--- src/rtl/rggen_rtl_pkg.sv ---
// rtl/rggen_rtl_pkg.sv - shared bus direction and response status types
package rggen_rtl_pkg;

    typedef enum logic {
        RGGEN_READ  = 1'b0,
        RGGEN_WRITE = 1'b1
    } rggen_direction;

    typedef enum logic [1:0] {
        RGGEN_OKAY         = 2'd0,
        RGGEN_EXOKAY       = 2'd1,
        RGGEN_SLAVE_ERROR  = 2'd2,
        RGGEN_DECODE_ERROR = 2'd3
    } rggen_status;

endpackage

--- src/rtl/rggen_bus_slave_ram_if.sv ---
// rtl/rggen_bus_slave_ram_if.sv - request/done register bus between master and slave
interface rggen_bus_if #(
    parameter int ADDRESS_WIDTH = 8,
    parameter int DATA_WIDTH    = 32
);
    import rggen_rtl_pkg::*;

    logic                      request;
    logic [ADDRESS_WIDTH-1:0]  address;
    rggen_direction            direction;
    logic [DATA_WIDTH-1:0]     write_data;
    logic [DATA_WIDTH/8-1:0]   write_strobe;
    logic                      done;
    logic [DATA_WIDTH-1:0]     read_data;
    rggen_status               status;

    modport master (
        output request, address, direction, write_data, write_strobe,
        input  done, read_data, status
    );

    modport slave (
        input  request, address, direction, write_data, write_strobe,
        output done, read_data, status
    );

endinterface

--- src/rtl/rggen_bus_slave_ram.sv ---
// rtl/rggen_bus_slave_ram.sv - RAM bus slave with fixed wait states
// Optional write_protect port enabled by RGGEN_BUS_SLAVE_RAM_WRITE_PROTECT_EN.
module rggen_bus_slave_ram
    import rggen_rtl_pkg::*;
#(
    parameter int                    ADDRESS_WIDTH = 8,
    parameter int                    DATA_WIDTH    = 32,
    parameter int                    WORDS         = 16,
    parameter int                    WAIT_CYCLES   = 0,
    parameter logic [DATA_WIDTH-1:0] INIT_VALUE    = '0
) (
    input logic        clk,
    input logic        rst_n,
`ifdef RGGEN_BUS_SLAVE_RAM_WRITE_PROTECT_EN
    input logic        write_protect,
`endif
    rggen_bus_if.slave bus_if
);

    localparam int         STRB_W     = DATA_WIDTH / 8;
    localparam int         BYTE_BITS  = (STRB_W > 1) ? $clog2(STRB_W) : 0;
    localparam int         IDX_W      = (WORDS > 1) ? $clog2(WORDS) : 1;
    localparam logic [3:0] LAST_COUNT = 4'(WAIT_CYCLES - 1);

    typedef enum logic [1:0] {
        IDLE,
        WAIT,
        DONE
    } state_e;

    state_e                    r_state;
    logic [3:0]                r_count;
    logic [ADDRESS_WIDTH-1:0]  r_address;
    rggen_direction            r_direction;
    logic [DATA_WIDTH-1:0]     r_write_data;
    logic [STRB_W-1:0]         r_write_strobe;
    logic                      r_done;
    logic [DATA_WIDTH-1:0]     r_read_data;
    rggen_status               r_status;
    logic [DATA_WIDTH-1:0]     r_mem [WORDS];

    logic                      w_idle;
    logic                      w_accept;
    logic                      w_enter_done;
    logic [ADDRESS_WIDTH-1:0]  w_address;
    rggen_direction            w_direction;
    logic [DATA_WIDTH-1:0]     w_write_data;
    logic [STRB_W-1:0]         w_write_strobe;
    logic                      w_protect;
    logic [31:0]               w_index;
    logic                      w_in_range;
    logic [IDX_W-1:0]          w_word;
    logic                      w_write_en;
    rggen_status               w_status;
    logic [DATA_WIDTH-1:0]     w_read_data;

    // With zero wait cycles the access completes straight from IDLE, so the
    // live bus fields are used instead of the not-yet-captured copies.
    assign w_idle         = (r_state == IDLE);
    assign w_accept       = w_idle && bus_if.request;
    assign w_enter_done   = (w_accept && (WAIT_CYCLES == 0))
                         || ((r_state == WAIT) && (r_count == LAST_COUNT));
    assign w_address      = w_idle ? bus_if.address      : r_address;
    assign w_direction    = w_idle ? bus_if.direction    : r_direction;
    assign w_write_data   = w_idle ? bus_if.write_data   : r_write_data;
    assign w_write_strobe = w_idle ? bus_if.write_strobe : r_write_strobe;

`ifdef RGGEN_BUS_SLAVE_RAM_WRITE_PROTECT_EN
    logic r_protect;

    always_ff @(posedge clk or negedge rst_n) begin
        if (!rst_n) begin
            r_protect <= 1'b0;
        end else if (w_accept) begin
            r_protect <= write_protect;
        end
    end

    assign w_protect = w_idle ? write_protect : r_protect;
`else
    assign w_protect = 1'b0;
`endif

    assign w_index     = 32'(w_address) >> BYTE_BITS;
    assign w_in_range  = (w_index < 32'(WORDS));
    assign w_word      = w_index[IDX_W-1:0];
    assign w_write_en  = w_enter_done && w_in_range
                      && (w_direction == RGGEN_WRITE) && !w_protect;
    assign w_read_data = (w_in_range && (w_direction == RGGEN_READ)) ? r_mem[w_word] : '0;

    always_comb begin
        w_status = RGGEN_OKAY;
        if (!w_in_range) begin
            w_status = RGGEN_DECODE_ERROR;
        end else if ((w_direction == RGGEN_WRITE) && w_protect) begin
            w_status = RGGEN_SLAVE_ERROR;
        end
    end

    always_ff @(posedge clk or negedge rst_n) begin
        if (!rst_n) begin
            r_state        <= IDLE;
            r_count        <= 4'd0;
            r_address      <= '0;
            r_direction    <= RGGEN_READ;
            r_write_data   <= '0;
            r_write_strobe <= '0;
            r_done         <= 1'b0;
            r_read_data    <= '0;
            r_status       <= RGGEN_OKAY;
        end else begin
            case (r_state)
                IDLE: begin
                    if (bus_if.request) begin
                        r_address      <= bus_if.address;
                        r_direction    <= bus_if.direction;
                        r_write_data   <= bus_if.write_data;
                        r_write_strobe <= bus_if.write_strobe;
                        r_count        <= 4'd0;
                        r_state        <= (WAIT_CYCLES == 0) ? DONE : WAIT;
                    end
                end
                WAIT: begin
                    if (r_count == LAST_COUNT) begin
                        r_state <= DONE;
                    end else begin
                        r_count <= r_count + 4'd1;
                    end
                end
                default: begin
                    r_count <= 4'd0;
                    r_state <= IDLE;
                end
            endcase

            // Response registers are loaded only on the edge into DONE and
            // fall back to zero/OKAY on every other edge.
            if (w_enter_done) begin
                r_done      <= 1'b1;
                r_read_data <= w_read_data;
                r_status    <= w_status;
            end else begin
                r_done      <= 1'b0;
                r_read_data <= '0;
                r_status    <= RGGEN_OKAY;
            end
        end
    end

    always_ff @(posedge clk or negedge rst_n) begin
        if (!rst_n) begin
            for (int w = 0; w < WORDS; w++) begin
                r_mem[w] <= INIT_VALUE;
            end
        end else if (w_write_en) begin
            for (int b = 0; b < STRB_W; b++) begin
                if (w_write_strobe[b]) begin
                    r_mem[w_word][8*b +: 8] <= w_write_data[8*b +: 8];
                end
            end
        end
    end

    assign bus_if.done      = r_done;
    assign bus_if.read_data = r_read_data;
    assign bus_if.status    = r_status;

endmodule

--- src/flat_wrapper.sv ---
// flat-port wrapper written by rule: the top's interface ports become plain ports
module rggen_bus_slave_ram_flat import rggen_rtl_pkg::*;
#(
    parameter int                    ADDRESS_WIDTH = 8,
    parameter int                    DATA_WIDTH    = 32,
    parameter int                    WORDS         = 16,
    parameter int                    WAIT_CYCLES   = 0,
    parameter logic [DATA_WIDTH-1:0] INIT_VALUE    = '0
)
  (clk, rst_n, bus_if_request, bus_if_address, bus_if_direction, bus_if_write_data, bus_if_write_strobe, bus_if_done, bus_if_read_data, bus_if_status);
  rggen_bus_if #(.ADDRESS_WIDTH(ADDRESS_WIDTH), .DATA_WIDTH(DATA_WIDTH)) bus_if_i ();
  input logic clk;
  input logic rst_n;
  input wire logic [$bits(bus_if_i.request)-1:0] bus_if_request;
  input wire logic [$bits(bus_if_i.address)-1:0] bus_if_address;
  input wire logic [$bits(bus_if_i.direction)-1:0] bus_if_direction;
  input wire logic [$bits(bus_if_i.write_data)-1:0] bus_if_write_data;
  input wire logic [$bits(bus_if_i.write_strobe)-1:0] bus_if_write_strobe;
  output wire logic [$bits(bus_if_i.done)-1:0] bus_if_done;
  output wire logic [$bits(bus_if_i.read_data)-1:0] bus_if_read_data;
  output wire logic [$bits(bus_if_i.status)-1:0] bus_if_status;
  assign bus_if_i.request = bus_if_request;
  assign bus_if_i.address = bus_if_address;
  assign bus_if_i.direction = bus_if_direction;
  assign bus_if_i.write_data = bus_if_write_data;
  assign bus_if_i.write_strobe = bus_if_write_strobe;
  assign bus_if_done = bus_if_i.done;
  assign bus_if_read_data = bus_if_i.read_data;
  assign bus_if_status = bus_if_i.status;
  rggen_bus_slave_ram #(.ADDRESS_WIDTH(ADDRESS_WIDTH), .DATA_WIDTH(DATA_WIDTH), .WORDS(WORDS), .WAIT_CYCLES(WAIT_CYCLES), .INIT_VALUE(INIT_VALUE)) u_core (.clk(clk), .rst_n(rst_n), .bus_if(bus_if_i));
endmodule
--- config.mk ---
export PLATFORM = sky130hd
export DESIGN_NAME = rggen_bus_slave_ram_flat
export DESIGN_NICKNAME = d
export VERILOG_FILES = /design/src/rtl/rggen_rtl_pkg.sv /design/src/rtl/rggen_bus_slave_ram_if.sv /design/src/rtl/rggen_bus_slave_ram.sv /design/src/flat_wrapper.sv
export SDC_FILE = /design/constraint.sdc
export NUM_CORES = 1
export LEC_CHECK = 0
export BUFFER_PORTS_ARGS = -buffer_cell sky130_fd_sc_hd__buf_2
export CORE_ASPECT_RATIO = 1.75
export CORE_MARGIN = 4
export CORE_UTILIZATION = 45
export DETAILED_ROUTE_END_ITERATION = 16
export GPL_TIMING_DRIVEN = 0
export SLEW_MARGIN = 25
export SYNTH_ARGS = -nofsm -noshare
export SYNTH_HDL_FRONTEND = slang
export SYNTH_SLANG_ARGS = --single-unit
--- constraint.sdc ---
create_clock -name clk -period 2.2 [get_ports clk]
set_input_delay 0.11 -clock clk [delete_from_list [all_inputs] [get_ports clk]]
set_output_delay 0.11 -clock clk [all_outputs]
set_load 0.05 [all_outputs]
==> qor.yml <==
status: "finished with violations"
violations: "setup timing"
critPathMaxFanout: 9
hold_class: "in -> async"
synth-main-ff-cell: "dfrtp_1"
diodes: 0
maxCapViolations: 0
ys_warn_count: 0
nFillCells: 4626
post-route-util: 0.585
finalWirelength_mm: 94.0
dp_hpwl_mm: 62.8
antenna_left: 0
clk_pin_slew_ns: 0.06
gr-total-overflow: 0
synth_edf_count: 0
via_count: 21900
totalPowerFinal_mw: 26.1
period_share: 1.08
post_route_cells_drive_above_1_share: 0.254
synthTopCellsByArea: "dfrtp_1, nand2_1, o21ai_0, o21ai_1, o22ai_1"
cp_data_required_time_ns: 2.68
critical_path_class: "reg -> reg"
ys_types: 47
synth_top_area_cell: "dfrtp_1"
async_flop_share: 1.00
synth_fp_nets: 2576
clockBufferDepth: 3
postSynthCellCount: 2528
root_buffer: "clkbuf_16"
arrival_ns: 2.86
die-area_um2: 60800
powerDensity_nw_per_um2: 792
grt_pass1_wl_mm: 138
numPortBuffers: 80
layout_commonest_cell: "nand2_1"
maxSlewViolCount: 0
worst_pin_slew_ns: 0.777
end_kind: "register"
layout.nets: 2865
ys_seq_elements: 587
antenna_found_initial: 0
setup_viol: 110
cts_tree: "done"
placed_area_um2: 27100
leakage_nw: 15.1
dr.pass1.iters: 6
fin_ws_ns: -0.186
syn_area_per_cell_um2: 10.1
core_area_um2: 56300
die_w_um: 188
wl_per_cell_um: 26.0
area_growth_pct: 28.8
num_rows: 115
start_util: 0.454
rsz0062_at_grt: "true"
place.gp.congestion: 0.918
drt_iter0_markers: 2199
post-synth-top-area-fraction: 0.575
final_cell_mix: "nand2_1, dfrtp_1, o21ai_0"
irDropWorstVdd_v: 0.000569
drc: 0
ioPinCount: 83
vias_per_cell: 6.04
syn_area_um2: 25600
skew_ns: 0.0234
stdcell_area_um2: 32900
clk_latency_ns: 0.62
slew_headroom: 0.482
hold_viol_final: 0
grt_pass1_vias: 22200
clock_sinks: 587
fmaxAchievable_mhz: 419
grt_max_degree: 99
critPathLaunchType: "register"
h-tree-depth: 2
period_minus_slack_ns: 2.39
grt_use_total: 0.302
fp.dieH_um: 323
cts_buffers: 53
yosysSeqAreaShare: 0.575
==> path summary, 6_finish.rpt <==
check / slack, ns / end / cells after the start / start
max: -0.19 / u_core.bus_if.read_data[2] / 10 / u_core.r_state[1]
min: 0.06 / u_core.r_mem[455] / 2 / rst_n
max reg2reg: -0.19 / u_core.bus_if.read_data[2] / 10 / u_core.r_state[1]
min reg2reg: 0.48 / u_core.r_mem[48] / 2 / u_core.r_mem[48]
max in group asynchronous: 0.82 / u_core.r_mem[142] / 4 / rst_n
min in group clk: 0.07 / u_core.r_state[1] / 4 / bus_if_request
==> Yosys cell counts (2+ instances only) <==
cell type / n
a21oi_1: 129
and2_1: 4
and3_1: 2
and4bb_1: 15
buf_1: 2
buf_2: 75
buf_4: 24
buf_6: 21
clkbuf_1: 83
dfrtp_1: 587
inv_1: 4
inv_2: 2
mux2_2: 2
mux2_4: 2
mux2i_1: 32
mux4_2: 32
nand2_1: 631
nand2_4: 4
nand3_1: 2
nand3_2: 16
nand3b_4: 2
nand4_1: 16
nand4_2: 12
nand4_4: 20
nor2_1: 4
nor4_1: 32
nor4bb_1: 17
o21ai_0: 351
o21ai_1: 226
o22ai_1: 160
or3b_1: 3
==> routing by layer <==
layer	GRT usage	wire length [um]	vias up
li1	-	-	9546
met1	0.351	33200	10700
met2	0.503	45400	1161
met3	0.0446	6660	426
met4	0.233	8720	0
met5	0	0	-
==> repair_timing <==
| item | 4_1_cts | 5_1_grt |
|---|---|---|
| cloned | 6 | 9 |
| buffers inserted | 65 | 33 |
| pin swaps | 62 | 33 |
| endpoints found under the hold margin | 286 | 0 |
| hold buffers | 45 | 0 |
| endpoints found under the setup margin | 524 | 483 |
| gates resized for setup | 436 | 199 |
==> cell type report <==
cell class                 instances  area [um2]  area share
buffer                           195        1970      0.0597
clock buffer                      81        1580      0.0481
clock inverter                    17         199     0.00604
inverter                           6        27.5    0.000836
multi-input combinational       1730       11200       0.341
sequential                       587       14700       0.446
tap                              760         951      0.0289
timing repair buffer             244        2280      0.0693
==> cells by family after synthesis <==
| group | count (synthesis) | share of synthesized area |
|---|---|---|
| AOI/OAI and AO/OA | 871 | 0.180 |
| muxes | 70 | 0.0442 |
| and+or+nand+nor | 788 | 0.156 |
| DFF | 587 | 0.575 |
| buffers and inverters | 212 | 0.0449 |
==> stage by stage <==
step	setup WS [ns]	hold WS [ns]	cells	setup TNS [ns]
finish	-0.186	0.0643	3620	-8.74
global route	-0.227	0.111	3620	-17.65
CTS	-0.184	0.0475	3581	-5.51
detailed placement	-0.787	0.119	3375	-128.33
global placement	-10.79	0.321	3368	-6370.46
floorplan	0.184	-0.186	2528	0
==> report_power, final <==
group          internal, mW  leakage, nW  switching (mW)  total [mW]
clock                  5.44        0.880            4.18        9.62
combinational          1.84         6.14            2.88        4.72
sequential             11.4         8.06           0.379        11.7
==> critical path: stages, from the launching register on <==
cell and delay, ns:
dfrtp_1 0.37, buf_6 0.15, or3b_1 0.39, buf_6 0.14, and2_4 0.17, buf_12 0.13, buf_16 0.15, buf_4 0.15
o22ai_1 0.16, o21ai_0 0.18, and4bb_1 0.27
==> flip-flops by register name, summed over array words and instances, names as in the netlist <==
register and cells:
u_core.r_mem 512, u_core.bus_if.read_data 32, u_core.r_write_data 32, u_core.r_address 4, u_core.r_write_strobe 4, u_core.bus_if.done 1
u_core.bus_if.status 1, u_core.r_state 1
Note: power is estimated with default switching activity, not from simulation.
